### config.mk
export PLATFORM = sky130hd
export DESIGN_NAME = vga_timing_gen
export DESIGN_NICKNAME = d
export VERILOG_FILES = /design/src/rtl/vga_timing_gen.sv
export SDC_FILE = /design/constraint.sdc
export NUM_CORES = 1
export LEC_CHECK = 0
export ABC_CLOCK_PERIOD_IN_PS = 2310
export BUFFER_PORTS_ARGS = -buffer_cell sky130_fd_sc_hd__buf_2
export CORE_MARGIN = 2
export CORE_UTILIZATION = 55
export DETAILED_ROUTE_END_ITERATION = 10
export PLACE_DENSITY = 0.79
export RECOVER_POWER = 100
export SLEW_MARGIN = 20
export SYNTH_ARGS = -nofsm -noshare
export SYNTH_HDL_FRONTEND = slang
export SYNTH_SLANG_ARGS = --single-unit
### constraint.sdc
create_clock -name clk -period 2.31 [get_ports clk]
set_input_delay 0.3465 -clock clk [delete_from_list [all_inputs] [get_ports clk]]
set_output_delay 0.3465 -clock clk [all_outputs]
set_load 0.05 [all_outputs]
### src/rtl/vga_timing_gen.sv
// Parametrised VGA raster timing generator: divides clk into a pixel strobe and
// produces registered sync, blanking, coordinates and line/frame pulses.
module vga_timing_gen #(
    parameter int H_ACTIVE = 640,
    parameter int H_FP     = 16,
    parameter int H_SYNC   = 96,
    parameter int H_BP     = 48,
    parameter int V_ACTIVE = 480,
    parameter int V_FP     = 10,
    parameter int V_SYNC   = 2,
    parameter int V_BP     = 33,
    parameter int CLK_DIV  = 2,
    parameter int HS_POL   = 0,
    parameter int VS_POL   = 0,
    parameter int X_W      = 10,
    parameter int Y_W      = 10
) (
    input  logic           clk,
    input  logic           resetn,
    input  logic           en,
    output logic           pix_en,
    output logic           vga_clk,
    output logic           hsync,
    output logic           vsync,
    output logic           de,
    output logic           blank_n,
    output logic [X_W-1:0] x,
    output logic [Y_W-1:0] y,
    output logic           line_start,
    output logic           frame_start
);

    localparam int H_TOTAL = H_ACTIVE + H_FP + H_SYNC + H_BP;
    localparam int V_TOTAL = V_ACTIVE + V_FP + V_SYNC + V_BP;
    localparam int DIV_W   = $clog2(CLK_DIV);

    localparam logic [DIV_W-1:0] DIV_LAST = DIV_W'(CLK_DIV - 1);
    localparam logic [X_W-1:0]   H_LAST   = X_W'(H_TOTAL - 1);
    localparam logic [Y_W-1:0]   V_LAST   = Y_W'(V_TOTAL - 1);
    localparam logic             HS_ON    = (HS_POL != 0);
    localparam logic             VS_ON    = (VS_POL != 0);

    logic [DIV_W-1:0] div_cnt, div_nxt;
    logic [X_W-1:0]   h_cnt, h_nxt;
    logic [Y_W-1:0]   v_cnt, v_nxt;
    logic             h_wrap, v_wrap;
    logic             line_q, frame_q;

    function automatic logic in_window(input int val, input int lo, input int hi);
        return (val >= lo) && (val < hi);
    endfunction

    always_comb begin
        div_nxt = (div_cnt == DIV_LAST) ? '0 : div_cnt + 1'b1;
        h_wrap  = (h_cnt == H_LAST);
        v_wrap  = (v_cnt == V_LAST);
        h_nxt   = h_wrap ? '0 : h_cnt + 1'b1;
        v_nxt   = v_cnt;
        if (h_wrap) begin
            v_nxt = v_wrap ? '0 : v_cnt + 1'b1;
        end
    end

    assign pix_en = en && (div_cnt == DIV_LAST);

    // Decode is computed from the next counter values so every output changes
    // on the same edge as the counters it describes.
    always_ff @(posedge clk) begin
        if (!resetn) begin
            div_cnt <= '0;
            h_cnt   <= H_LAST;
            v_cnt   <= V_LAST;
            vga_clk <= 1'b0;
            hsync   <= ~HS_ON;
            vsync   <= ~VS_ON;
            de      <= 1'b0;
            line_q  <= 1'b0;
            frame_q <= 1'b0;
        end else begin
            line_q  <= 1'b0;
            frame_q <= 1'b0;
            if (en) begin
                div_cnt <= div_nxt;
                vga_clk <= (int'(div_nxt) >= CLK_DIV / 2);
                if (pix_en) begin
                    h_cnt   <= h_nxt;
                    v_cnt   <= v_nxt;
                    de      <= in_window(int'(h_nxt), 0, H_ACTIVE) &&
                               in_window(int'(v_nxt), 0, V_ACTIVE);
                    hsync   <= in_window(int'(h_nxt), H_ACTIVE + H_FP,
                                         H_ACTIVE + H_FP + H_SYNC) ? HS_ON : ~HS_ON;
                    vsync   <= in_window(int'(v_nxt), V_ACTIVE + V_FP,
                                         V_ACTIVE + V_FP + V_SYNC) ? VS_ON : ~VS_ON;
                    line_q  <= h_wrap;
                    frame_q <= h_wrap && v_wrap;
                end
            end
        end
    end

    // Pulses are suppressed while frozen so a stalled pixel is never announced twice.
    assign line_start  = line_q && en;
    assign frame_start = frame_q && en;
    assign blank_n     = de;
    assign x           = h_cnt;
    assign y           = v_cnt;

endmodule

Yosys cells after proc, flatten, opt, wreduce, memory -nomap -nowiden --
Index checks and enable logic that the tools add are counted.
Cells by class: add/subtract/negate cells 3, $lt $le $gt $ge 7, equality and inequality tests 2, multiplexer cells 6, reductions and logical operators 9
Operators by type and width (count):
- 10-bit two-way mux | 3
- 10-bit by 1-bit adder with 10-bit output, second input constant | 2
- 10-bit equality test, second input constant | 2
- 10-bit < comparator, second input constant | 2
- 10-bit by 9-bit < comparator with 1-bit output, second input constant | 2
- 10-bit greater-or-equal comparator, second input constant | 1
- 10-bit by 9-bit greater-or-equal comparator with 1-bit output, second input constant | 1
- 1-bit logical AND | 7
- 1-bit two-way mux | 3
- 3-bit AND reduction | 1
- 2-bit AND reduction | 1
- 1-bit adder, second input constant | 1
- 1-bit greater-or-equal comparator, second input constant | 1
Word-level totals: register bits 27, input bits 3, output and inout port bits 28, word-level logic and storage cells 36

Depth between registers and ports, before layout --
Gate-level depths: netlist of the first run.
depth after elaboration 6, mapped depth 8, gate-level depth less buffers 7

Worst setup path after synthesis of the first run --
OpenSTA, ideal clock, no wires.
path type flip-flop to flip-flop, from register h_cnt[0], in the netlist x[0], to register vsync, data arrival time 2262 ps, path slack -78 ps, cell stages (with the launch flop) 8, buffers on the path 1, period minus slack after synthesis 2388 ps, path through dfxtp_1 > ha_1 > and4_1 > buf_6 > nand3_2 > or4_1 > a211oi_2 > a31oi_1
On the way: word-level cells in the longest chain between the ends 5, elaborated cells on any way between the ends 6
RTL lines:
- start, declared | line 44 | logic [X_W-1:0] h_cnt, h_nxt;
- start signal, assigned | line 86 | h_cnt <= h_nxt;
- 10-bit equality test * | line 55 | h_wrap = (h_cnt == H_LAST);
- 10-bit two-way mux * | line 59 | if (h_wrap) begin
- 10-bit by 9-bit greater-or-equal comparator with 1-bit output / 10-bit by 9-bit < comparator with 1-bit output (equally long branches) | line 50 | return (val >= lo) && (val < hi);
- 1-bit logical AND * | line 50
- 1-bit two-way mux * | line 93 | V_ACTIVE + V_FP + V_SYNC) ? VS_ON : ~VS_ON;
- end signal, assigned | line 75 | vsync <= ~VS_ON;
- end signal, assigned | line 92 | vsync <= in_window(int'(v_nxt), V_ACTIVE + V_FP,
- end, declared | line 24 | output logic vsync,
Mark *: on every way between the ends. The rest lies on a longest branch, timed or not. A chain may end at the register's enable or synchronous reset.

==> qor.txt, run 1 <==
CTS tree -> built
clk_lat worst skew -> 0.33 ns
die span in y -> 59.3 µm
DRT Pass-1 Iters -> 4
core box area -> 2980 µm²
Die W -> 59.3 µm
top layer in use -> met4
ant diodes -> 0
Max Cap Viol -> 0
grt ovf -> 0
Post-CTS Hold Buffers -> 0
initial core utilization -> 56.5%
Fillers -> 293
Post-Route WL -> 4200 µm
Post-CTS Setup Inserts -> 0
nets@finish -> 250
headroom to the max-slew limit -> 59.6%
Crit path largest cell delay -> 0.39 ns
met2 routed WL -> 1870 µm
initial antenna violation count -> 0
Startpoint Class -> flip-flop
clk buf depth -> 2
cells along the critical path -> nand2_1 -> inv_1 -> clkbuf_1 -> clkbuf_2
synthesis warning total -> 0
Final Critical Period -> 2.11 ns
GRT Total Usage -> 25.3%
commonest non-fill, non-tap cell in the layout -> clkbuf_1
Peak VDD IR -> 0.438 mV
WP data arrival -> 1.77 ns
max-slew violations -> 0
Detail Placement HPWL -> 3040 µm
Synth cell types -> 53
vias in the first global route -> 1,486
first-pass GRT wire length -> 6800 µm
io pins -> 31
#FFs+latches synth -> 26
pwr dens -> 602 nW/µm²
slowest cell on the critical path -> dfxtp_1
Seq. cell area -> 523 µm²
die area -> 3520 µm²
CP max FO -> 8
Port Buffers -> 30
final setup violating endpoints -> 0
crit path kind -> reg2out
hold violation count in the final report -> 0
Area Growth Syn to Fin -> 11.1%
asr flop ratio synth -> 0%
GPL Wtd Cong -> 0.914
Wirelength per Cell -> 15.2 µm
leak pwr -> 0.710 nW
RSZ-0062 raised after global routing -> false
row count -> 20
status -> finished clean
Worst-Margin Slew -> 0.608 ns
met3 routed wirelength -> 325 µm
routed metal-1 wire length -> 1960 µm
fmax -> 0.473 GHz
Seq/Total Area, Yosys -> 30.9%
Vias/cell -> 6.24
initial drt markers -> 82
area of the multi-input gates -> 1050 µm²
layout cells sized above 1 -> 10.7%
syn nets -> 217
largest net degree at the start of global routing -> 15
clock edge transition at the registers on the reported setup and hold paths -> 0.14 ns
Post-DRT Antenna Nets -> 0
Avg Cell Area, Syn -> 7.98 µm²
clock root buffer -> clkbuf_4
ys flop type -> dfxtp_1
Final period util -> 91.5%
CP Buf/Inv Count -> 3
required time worst endpoint -> 1.96 ns
Post-synth EDFFs -> 0
clock net sink count -> 26
Worst Setup End Kind -> output port
clk_skew -> 0.00556 ns
Resize count post-CTS -> 0
commonest cells after routing, fill and taps aside -> clkbuf_1 (29), dfxtp_1 (24), nand2_1 (23), nor2_1 (15)
H-Tree Level Count -> 1
family with the most delay on the worst path -> buffers and inverters
aggregate negative setup slack -> 0 ns
DRC Markers -> 0
Hold/Removal Path Class -> in2reg
Synth Instances -> 211
final core utilization -> 62.8%
via count -> 1,721
Synth Cell Area -> 1680 µm²
Num CTS Buffers -> 3
==> cells by family after synthesis <==
logic type | count (synthesis) | share of synthesized area [%]
compound gates | 51 | 20.5
buf+inv | 20 | 6.69
simple gates | 103 | 35.5
fa+ha+maj | 3 | 2.23
xor+xnor | 8 | 4.16
flops | 26 | 30.9
==> state kept, by name, indices dropped and copies added, names as in the netlist <==
register / cells
x: 10
y: 10
blank_n: 1
frame_q: 1
vga_clk: 1
hsync: 1
line_q: 1
vsync: 1
==> final timing paths <==
| path | slack, ns | endpoint | startpoint | cells after the start |
|---|---|---|---|---|
| worst max-delay path | 0.20 | pix_en | vga_clk$_SDFFE_PN0P_ | 4 |
| worst min-delay path | 0.28 | x[2]$_SDFFE_PN1P_ | resetn | 2 |
| worst max register to register | 0.22 | y[4]$_SDFFE_PN0P_ | x[0]$_SDFFE_PN1P_ | 6 |
| worst min register to register | 0.50 | blank_n$_SDFFE_PN0P_ | blank_n$_SDFFE_PN0P_ | 2 |
==> routing by layer <==
metal / global-route usage (%) / up-vias
li1: - / 847
met1: 36.6 / 798
met2: 38.3 / 70
met3: 4.80 / 6
met4: 7.14 / 0
met5: 0 / -
==> cell usage after synthesis (4+ instances only) <==
library cell  number  area (µm²)
clkbuf_1           5        18.8
xor2_1             6        52.6
o21ai_0           14        70.1
buf_6              4        45.0
nor2b_1            5        31.3
and2_1             6        37.5
a21oi_1            6        30.0
nand2_1           23        86.3
nand3_1           14        70.1
inv_1              6        22.5
nor3_1             4        20.0
and4_1             5        43.8
a21boi_0           4        30.0
nand4_1            9        56.3
dfxtp_1           26         521
nor2_1            15        56.3
==> stage by stage <==
step	hold slack (ns)	cell area, µm²	cells	worst slack [ns]	power (mW)
finish	0.281	1870	276	0.196	1.13
global route	0.281	1870	276	0.0693	1.18
CTS	0.272	1910	276	0.233	1.14
detailed placement	0.482	1880	272	0.267	0.904
global placement	0.480	1880	272	0.299	0.903
floorplan	0.500	1690	211	0.0651	0.821
==> where the power goes <==
| part | total (mW) | switching, mW | internal (mW) |
|---|---|---|---|
| clock | 0.237 | 0.141 | 0.0967 |
| sequential | 0.499 | 0.0297 | 0.469 |
| combinational | 0.390 | 0.273 | 0.117 |
==> final cells by class <==
| type | count | area share (%) |
|---|---|---|
| clock buffer | 4 | 1.94 |
| tap | 33 | 2.21 |
| timing repair buffer | 42 | 10.5 |
| multi-input combinational | 165 | 56.2 |
| inverter | 6 | 1.20 |
| sequential | 26 | 28.0 |
Note: power is estimated with default switching activity, not from simulation.
==> run 2: changes to the inputs <==
Settings changed: ABC_CLOCK_PERIOD_IN_PS 2310 to 2400, MAX_ROUTING_LAYER from default to met4.
Clock period 2.31 ns to 2.4 ns, I/O delays scaled along.
==> run 2 against run 1 <==
Compared with the run above: critical path depth grew 2; count of clock-buffer cells in the layout is 1 lower; non-clock buffer count decreased by 2; largest power group unchanged.
==> qor.txt, run 2 (synthesized netlist as in run 1, its figures left out) <==
status -> finished clean
core box area -> 2980 µm² (unchanged)
cells along the critical path -> ha_1 -> and4_1 -> nand3_1 -> or4_1 -> a211oi_2 -> a31oi_1
H-Tree Level Count -> 1 (unchanged)
leak pwr -> 0.705 nW (-0.77%)
fmax -> 0.445 GHz
GPL Wtd Cong -> 0.913 (-0.11%)
Worst Hold Slack -> 0.302 ns (+0.0209 ns)
vias in the first global route -> 1,464 (-1.5%)
clock net sink count -> 26 (unchanged)
family with the most delay on the worst path -> simple AND/OR/NAND/NOR gates
area of the multi-input gates -> 1040 µm² (-0.48%)
RSZ-0062 raised after global routing -> false
Worst Setup End Kind -> flip-flop
nets@finish -> 248 (-0.80%)
aggregate negative setup slack -> 0 ns (unchanged)
M2 GR Usage -> 37.4% (-0.94 points)
first-pass GRT wire length -> 6890 µm (+1.3%)
initial drt markers -> 96 (+17%)
slowest cell on the critical path -> or4_1
clock edge transition at the registers on the reported setup and hold paths -> 0.15 ns (about the same)
max-slew violations -> 0 (unchanged)
GR Layer Usage met3 -> 2.84% (-2.0 points)
Seq. cell area -> 520 µm² (-0.48%)
Wirelength per Cell -> 14.9 µm (-2.1%)
clk_skew -> 0.00772 ns (+0.00217 ns)
commonest non-fill, non-tap cell in the layout -> clkbuf_1
die span in y -> 59.3 µm (unchanged)
via count -> 1,705 (-0.93%)
final setup violating endpoints -> 0 (unchanged)
Resize count post-CTS -> 0 (unchanged)
largest net degree at the start of global routing -> 16 (+1)
GRT Total Usage -> 25.7% (+0.43 points)
io pins -> 31 (unchanged)
pwr dens -> 622 nW/µm² (+3.3%)
commonest cells after routing, fill and taps aside -> clkbuf_1 (29), dfxtp_1 (26), nand2_1 (23), nor2_1 (15), nand3_1 (15)
DRC Markers -> 0 (unchanged)
clock root buffer -> clkbuf_4
CP Buf/Inv Count -> 0 (-3)
CP max FO -> 7 (-1)
required time worst endpoint -> 2.62 ns (+0.66 ns)
Die W -> 59.3 µm (unchanged)
Final period util -> 93.5%
row count -> 20 (unchanged)
DRT Pass-1 Iters -> 4 (unchanged)
Post-DRT Antenna Nets -> 0 (unchanged)
Final Critical Period -> 2.24 ns
Area Growth Syn to Fin -> 11.0% (about the same)
met1 Usage GRT -> 37.8% (+1.1 points)
hold violation count in the final report -> 0 (unchanged)
Worst-Margin Slew -> 0.604 ns (-0.00440 ns)
WP data arrival -> 2.46 ns (+0.69 ns)
clk buf depth -> 2 (unchanged)
crit path kind -> reg2reg
Port Buffers -> 30 (unchanged)
grt peak-use layer -> met1
critical path depth -> 6 (+2)
clk_lat worst skew -> 0.33 ns (about the same)
Hold/Removal Path Class -> in2reg
Vias/cell -> 6.22 (-0.21%)
layout cells sized above 1 -> 8.71% (-2.0 points)
Startpoint Class -> flip-flop
die area -> 3520 µm² (unchanged)
initial core utilization -> 56.5% (unchanged)
Peak VDD IR -> 0.324 mV (-26%)
headroom to the max-slew limit -> 59.9% (+0.29 points)
Num CTS Buffers -> 3 (unchanged)
Post-CTS Setup Inserts -> 0 (unchanged)
Worst Hold Depth -> 2 (unchanged)
grt ovf -> 0 (unchanged)
Max Cap Viol -> 0 (unchanged)
Detail Placement HPWL -> 2940 µm (-3.3%)
ant diodes -> 0 (unchanged)
Register-to-Register Path Depth -> 6 (unchanged)
Post-Route WL -> 4080 µm (-2.8%)
initial antenna violation count -> 0 (unchanged)
Fillers -> 289 (-1.4%)
Crit path largest cell delay -> 0.56 ns (+0.17 ns)
Post-CTS Hold Buffers -> 0 (unchanged)
CTS tree -> built
-- run 2: cell types whose count changed in the layout (fill, tap and decap cells not counted), sizes merged --
cell	previous run	this run
clkbuf	35	32
bufinv	0	1
-- run 2: metal layers --
| layer | part of all wire [%] | up-vias | wire (µm) |
|---|---|---|---|
| li1 | - | 839 | - |
| met1 | 49 | 792 | 1980 |
| met2 | 43 | 70 | 1770 |
| met3 | 7.2 | 4 | 293 |
| met4 | 0.81 | 0 | 33 |
| met5 | 0 | - | 0 |
-- run 2: path summary, 6_finish.rpt --
kind	from	to	slack, ns
max	x[0]$_SDFFE_PN1P_	vsync$_SDFFE_PN1P_	0.16
min	resetn	x[2]$_SDFFE_PN1P_	0.30
max reg2reg	x[0]$_SDFFE_PN1P_	vsync$_SDFFE_PN1P_	0.16
min reg2reg	blank_n$_SDFFE_PN0P_	blank_n$_SDFFE_PN0P_	0.50
-- run 2: area by class of cell --
cell class              count  share of cell area [%]
clock buffers               3                    1.21
well taps                  33                    2.21
flip-flops and latches     26                    27.9
multi-input cells         165                    55.9
clock inverters             1                    1.61
inverters                   6                    1.21
repair buffers             40                    9.98
-- run 2: report_power, final --
group	leakage, nW	internal [mW]	switching [mW]
clock network	0.0279	0.169	0.139
logic	0.466	0.112	0.264
registers	0.211	0.451	0.0267
-- run 2: through the flow --
stage,instances,cell area (µm²),utilization [%],worst slack [ns],power (mW)
2_1_floorplan,211,1680,-,0.0119,0.789
3_3_place_gp,270,1860,62.4,0.265,0.866
3_5_place_dp,270,1860,62.4,0.223,0.870
4_1_cts,274,1910,64.2,0.210,1.18
5_1_grt,274,1870,62.7,0.0272,1.22
6_report,274,1870,62.7,0.155,1.16
